[config.mk]
export PLATFORM = sky130hd
export DESIGN_NAME = memory_read_sequencer
export DESIGN_NICKNAME = d
export VERILOG_FILES = /design/src/rtl/memory_read_sequencer.sv
export SDC_FILE = /design/constraint.sdc
export NUM_CORES = 1
export LEC_CHECK = 0
export CAP_MARGIN = 0
export CORE_MARGIN = 4
export CORE_UTILIZATION = 43
export DETAILED_ROUTE_END_ITERATION = 10
export HOLD_SLACK_MARGIN = 0.06
export PLACE_DENSITY_LB_ADDON = 0.3
export SLEW_MARGIN = 20
export SYNTH_ARGS = -nofsm -noshare
export SYNTH_HDL_FRONTEND = slang
export SYNTH_SLANG_ARGS = --single-unit
[constraint.sdc]
create_clock -name clk -period 3.1 [get_ports clk]
set_input_delay 0.31 -clock clk [delete_from_list [all_inputs] [get_ports clk]]
set_output_delay 0.31 -clock clk [all_outputs]
set_load 0.005 [all_outputs]
[src/rtl/memory_read_sequencer.sv]
// memory_read_sequencer
// Reads back the four storage banks (A-D) through a registered 4:1 select and
// streams a 1-4 beat burst over a valid/ready handshake. Bank selection starts
// at start_sel and wraps from D back to A.
//
// Optional build macro: READ_PARITY_EN adds out_parity, the XOR reduction of
// out_data, captured alongside it on the fetch edge.
module memory_read_sequencer #(
    parameter int WIDTH = 8
) (
    input  logic             clk,
    input  logic             rst_n,
    input  logic             start,
    input  logic [1:0]       start_sel,
    input  logic [2:0]       len,
    input  logic [WIDTH-1:0] bank_a,
    input  logic [WIDTH-1:0] bank_b,
    input  logic [WIDTH-1:0] bank_c,
    input  logic [WIDTH-1:0] bank_d,
    output logic [1:0]       rd_sel,
    output logic [WIDTH-1:0] out_data,
    output logic             out_valid,
    input  logic             out_ready,
    output logic             out_last,
`ifdef READ_PARITY_EN
    output logic             out_parity,
`endif
    output logic             busy,
    output logic             done
);

    typedef enum logic [1:0] {
        IDLE  = 2'd0,
        FETCH = 2'd1,
        HOLD  = 2'd2
    } state_t;

    state_t           state;
    logic [2:0]       rem;
    logic [2:0]       len_norm;
    logic [WIDTH-1:0] bank_mux;

    // Normalise the requested length: 1..4 are literal, 0 and 5..7 become 4.
    // NOTE: every always_comb output gets a value on every path (here via the
    // default arm) so no latch is inferred.
    always_comb begin
        len_norm = 3'd4;
        case (len)
            3'd1, 3'd2, 3'd3, 3'd4: len_norm = len;
            default:                len_norm = 3'd4;
        endcase
    end

    // Select the bank addressed by the latched read pointer.
    always_comb begin
        bank_mux = bank_a;
        case (rd_sel)
            2'd0: bank_mux = bank_a;
            2'd1: bank_mux = bank_b;
            2'd2: bank_mux = bank_c;
            2'd3: bank_mux = bank_d;
            default: bank_mux = bank_a;
        endcase
    end

    // Burst sequencer: latch the request, fetch one bank per beat, hold each
    // beat until the consumer accepts it, then advance or finish.
    // NOTE: sequential state uses non-blocking assignments so every register
    // updates from the values present before the edge.
    always_ff @(posedge clk or negedge rst_n) begin
        if (!rst_n) begin
            state     <= IDLE;
            rd_sel    <= 2'd0;
            rem       <= 3'd0;
            out_data  <= '0;
            out_valid <= 1'b0;
            out_last  <= 1'b0;
            busy      <= 1'b0;
            done      <= 1'b0;
        end else begin
            done <= 1'b0;
            case (state)
                IDLE: begin
                    if (start) begin
                        rd_sel <= start_sel;
                        rem    <= len_norm;
                        busy   <= 1'b1;
                        state  <= FETCH;
                    end
                end
                FETCH: begin
                    out_data  <= bank_mux;
                    out_valid <= 1'b1;
                    out_last  <= (rem == 3'd1);
                    state     <= HOLD;
                end
                HOLD: begin
                    if (out_ready) begin
                        out_valid <= 1'b0;
                        if (out_last) begin
                            out_last <= 1'b0;
                            done     <= 1'b1;
                            busy     <= 1'b0;
                            state    <= IDLE;
                        end else begin
                            rd_sel <= rd_sel + 2'd1;
                            rem    <= rem - 3'd1;
                            state  <= FETCH;
                        end
                    end
                end
                default: begin
                    state <= IDLE;
                end
            endcase
        end
    end

`ifdef READ_PARITY_EN
    // Parity travels with the beat: captured on the fetch edge, held otherwise.
    always_ff @(posedge clk or negedge rst_n) begin
        if (!rst_n) begin
            out_parity <= 1'b0;
        end else if (state == FETCH) begin
            out_parity <= ^bank_mux;
        end
    end
`endif

endmodule

# --- Word level (Yosys, flattened, before mapping) ---
# Cells that the tools add are included.
word_totals:
  regBits: 19
  latch_bits: 0
  mem_bits_rw: 0
  romBits: 0
  inputBits: 41
  out_inout_bits: 14
  wordCells: 57
  mem_count: 0
op_classes:
  add_sub_neg: 2
  n_mul: 0
  div_mod_pow: 0
  magnitude_cmp: 0
  eq_ne: 14
  shift: 0
  mux: 24
  bitwise: 0
  reduce_logical: 9
op_table:
  columns: ["cell", "n"]
  rows:
  - ["8-bit one-hot mux with 4 select lines", 1]
  - ["3-bit two-way mux", 4]
  - ["2-bit two-way mux", 5]
  - ["1-bit two-way mux", 8]
  - ["2-bit inequality test, second input constant", 4]
  - ["4-bit AND reduction", 2]
  - ["2-bit == test, second input constant", 3]
  - ["3-bit by 1-bit == test with 1-bit output, second input constant", 2]
  - ["3-bit by 2-bit == test with 1-bit output, second input constant", 2]
  - ["1-bit one-hot mux with 2 select lines", 3]
  - ["2-bit one-hot mux with 3 select lines", 1]
  - ["3-bit one-hot mux with 2 select lines", 1]
  - ["2-bit by 1-bit == test with 1-bit output, second input constant", 2]
  - ["2-bit zero test", 2]
  - ["2-bit one-hot mux with 2 select lines", 1]
  - ["2-bit AND reduction", 2]
  - ["2-bit nonzero test", 2]
  - ["4-bit OR reduction", 1]
  - ["3-bit == test, second input constant", 1]
  - ["3-bit by 1-bit subtractor with 3-bit output, second input constant", 1]
  - ["2-bit by 1-bit adder with 2-bit output, second input constant", 1]

# --- Logic depth before layout (Yosys ltp) ---
depth:
  depth_word: 5
  mapped_depth: 6
  ltp_nobuf: 5

# --- Worst setup path after synthesis ---
# OpenSTA, ideal clock, no wires.
synth_timing:
  path_type: "register to register"
  startpoint: "register rd_sel[0]"
  endpoint: "register out_data[7]"
  setup_ps: 125
  arrival_time_ps: 1425
  required_ps: 2975
  path_slack_ps: 1551
  path_stages_with_launch: 7
  n_path_buf: 1
  period_less_slack_ps: 1549
  path_cell_list: "dfrtp_1 > inv_1 > ha_1 > buf_2 > a222oi_1 > o21ai_0 > mux2_2"
synth_via:
  elab_chain_len: 2
  word_cells_on_any_way: 5
  classes_between: "3 x eq/ne; 1 x mux; 1 x reduce/logical"
synth_lines:
  columns: ["element", "line", "source"]
  rows:
  - ["start, declared", "20", "output logic [1:0] rd_sel,"]
  - ["start signal, assigned", "85", "rd_sel <= start_sel;"]
  - ["start signal, assigned", "106", "rd_sel <= rd_sel + 2'd1;"]
  - ["2-bit == test (tied with other cells)", "57", "case (rd_sel)"]
  - ["8-bit one-hot mux with 4 select lines (*)", "57", null]
  - ["end signal, assigned", "92", "out_data <= bank_mux;"]
  - ["end, declared", "21", "output logic [WIDTH-1:0] out_data,"]
# Every way passes the cells marked *; elsewhere a longest branch is shown, timed or not.
# A chain may end at the register's enable or synchronous reset.

# --- Worst setup path in the final report ---
layout_timing:
  startpoint: "register rd_sel[0]"
  endpoint: "register out_data[2]"
# The elaborated chain is that of the path after synthesis.

==> results by group <==
Run status
  – Status: finished clean

Synthesis
  – Async set-reset flop share out of synthesis: 100%
  – Multiplexer share of the synthesized area: 9.67%
  – Synth Area in Compound Gates: 21.3%
  – Xor/xnor share of the synthesized area: 0%
  – Syn nets: 159
  – Post-synthesis adder-cell area fraction: 6.52%
  – Syn Area/Cell: 10.3 um2
  – Simple-gate share of the synthesized area: 14.8%
  – Number of flops mapped to enable cells by yosys: 0
  – Ranking of synthesized cells by area: dfrtp_1, mux2_2, a222oi_1
  – Most common cell in the netlist: dfrtp_1
  – Cells after synthesis: 112
  – Synthesis-stage register bit count: 19
  – Main combinational cell family by area after synthesis: compound AO/OA/AOI/OAI gates
  – Ys Warns: 0
  – Mapped Area: 1150 um2
  – Post-synth top cells: dfrtp_1, nand2_1, o21ai_0, a222oi_1, mux2_2
  – Area leader, netlist: dfrtp_1
  – Unique masters post-synth: 34
  – Post-synth top area share: 41.3%
  – Main flop type after synthesis: dfrtp_1
  – Post-synthesis sequential area ratio: 41.3%

Clock tree
  – # resized after CTS: 0
  – Root buffer selected by CTS: clkbuf_4
  – Clock transition at path regs: 0.10 ns
  – CTS tree: yes
  – CTS buffer count: 3
  – # H-tree levels: 1
  – Post-CTS Setup Bufs: 0
  – # hold bufs at CTS: 0
  – Clock tree buffer depth: 2
  – Clock Sinks: 19
  – Clock Latency Late Sink: 0.30 ns

Timing
  – Fmax: 0.585 GHz
  – Count of final setup violators: 0
  – Period minus WS final: 1.71 ns
  – RSZ-0062 raised after global routing: false
  – Setup TNS: 0 ns
  – Endpoints failing hold: 0
  – Rel. slew slack: 44.4%
  – Max Clock Skew: 0.00159 ns
  – Period utilisation layout: 55.2%
  – Max Slew Vio Count: 0
  – Actual slew at the worst max-slew pin: 0.831 ns

Run
  – Max-Cap Viols: 0

Placement
  – GP Congestion: 0.860
  – I/O Buffers: 54
  – Detail Placement HPWL: 2.39 mm

Floorplanning
  – Core box area: 2520 um2
  – Starting density of the core: 45.6%
  – Core Rows: 18
  – Die ar.: 3570 um2
  – Die Y: 59.7 um
  – Die width: 59.7 um
  – I/O Pins: 55

Finish
  – Core Util, Final: 67.8%
  – ANT cells: 0
  – Share of cells above drive strength 1: 11.0%
  – Final layout net count: 211
  – Layout area overhead: 48.5%

Detailed routing
  – Routed WL: 3.02 mm
  – Via-per-instance ratio: 5.71
  – Antenna Nets Post-Route: 0
  – 1st-iter DRT viols: 96
  – Wire per inst: 15.6 um
  – DR vias: 1102
  – Drt drc: 0
  – DR pass1 iterations: 5

Critical path
  – CP Launch Type: flip-flop
  – Crit path buf inv count: 1
  – Critical path, cell by cell: inv_1, ha_1, a222oi_1, o21ai_0, mux2_2
  – CP peak stage delay: 0.40 ns
  – CP required: 3.29 ns
  – Critical path class: reg -> reg
  – Crit end category: flip-flop
  – Crit-path slowest cell: dfrtp_1
  – Top delay family on crit path: compound AO/OA/AOI/OAI gates
  – Critical-path maximum fanout: 8
  – WP data arrival: 1.90 ns

Min path
  – Hold Path Class: in -> async

Global route
  – First-pass GRT wire length: 4.57 mm
  – Grt ovf: 0
  – Vias in the first global route: 1041
  – Global Route Usage Sum: 16.9%
  – Largest net degree at the start of global routing: 20
  – Antenna violations before repair: 0

Pwr
  – Leakage: 0.722 nW
  – PD cells: 802 nW/um2
  – Worst VDD drop: 540 uV
## where the power goes
| group | switching, mW | total [mW] | internal, mW |
|---|---|---|---|
| clock network | 0.0738 | 0.122 | 0.0481 |
| registers | 0.102 | 0.463 | 0.361 |
| logic | 0.343 | 0.786 | 0.443 |
## sequential cells by signal, summed over array words and instances, names as in the netlist
register and cells:
rd_sel 2, rem 3, out_data 8, busy 1
state 2, done 1, out_valid 1, out_last 1
## cell families after synthesis
logic type                 after synthesis
adders and majority gates                6
muxes                                   10
buffers and inverters                   14
DFF                                     19
and+or+nand+nor                         30
AOI/OAI and AO/OA                       33
## path summary, 6_finish.rpt
| path | from | to | slack [ns] | cells after the start |
|---|---|---|---|---|
| setup / recovery | rd_sel[0] | out_data[2] | 1.39 | 5 |
| hold / removal | rst_n | rem[1] | 0.48 | 1 |
| setup reg to reg | rd_sel[0] | out_data[2] | 1.39 | 5 |
| hold reg to reg | out_data[6] | out_data[6] | 0.51 | 1 |
| max in group asynchronous | rst_n | out_data[5] | 2.11 | 1 |
| min in group clk | out_data[6] | out_data[6] | 0.51 | 1 |
## layout make-up
class | count | area, um2
fillers | 209 | 813
multi-input cells | 79 | 602
repair buffers | 54 | 541
flip-flops and latches | 19 | 475
well taps | 30 | 37.5
inverters | 7 | 26.3
clock buffers | 3 | 22.5
clock inverters | 1 | 5.00
## metrics by stage
| stage | area, um2 | power (mW) | instances | worst slack [ns] | hold slack, ns |
|---|---|---|---|---|---|
| global placement | 1680 | 1.22 | 189 | 1.46 | 0.487 |
| finish | 1710 | 1.37 | 193 | 1.39 | 0.480 |
| floorplan | 1150 | 0.954 | 112 | 1.55 | 0.0144 |
| CTS | 1710 | 1.38 | 193 | 1.41 | 0.502 |
| global route | 1710 | 1.49 | 193 | 1.27 | 0.534 |
| detailed placement | 1680 | 1.26 | 189 | 1.43 | 0.491 |
## layout by cell type (no fill, tap or decap), drive strengths merged, types with 3 or more instances in the layout
cell type | Yosys | layout
ha | 6 | 6
o21ai | 12 | 12
a21oi | 4 | 4
mux2 | 9 | 9
dfrtp | 19 | 19
nand2b | 4 | 4
a222oi | 8 | 8
clkbuf | 2 | 3
nand2 | 14 | 14
clkdlybuf4s50 | 0 | 54
inv | 7 | 7
## metal layers
layer	wire (um)	part of all wire [%]	vias to the layer above	GRT usage [%]
met2	1270	42	64	27.5
met5	0	0	-	0
met1	1280	42	514	20.6
met3	429	14	6	4.97
met4	42	1.4	0	7.59
li1	-	-	518	-
Power figures use the tool's default switching activity.
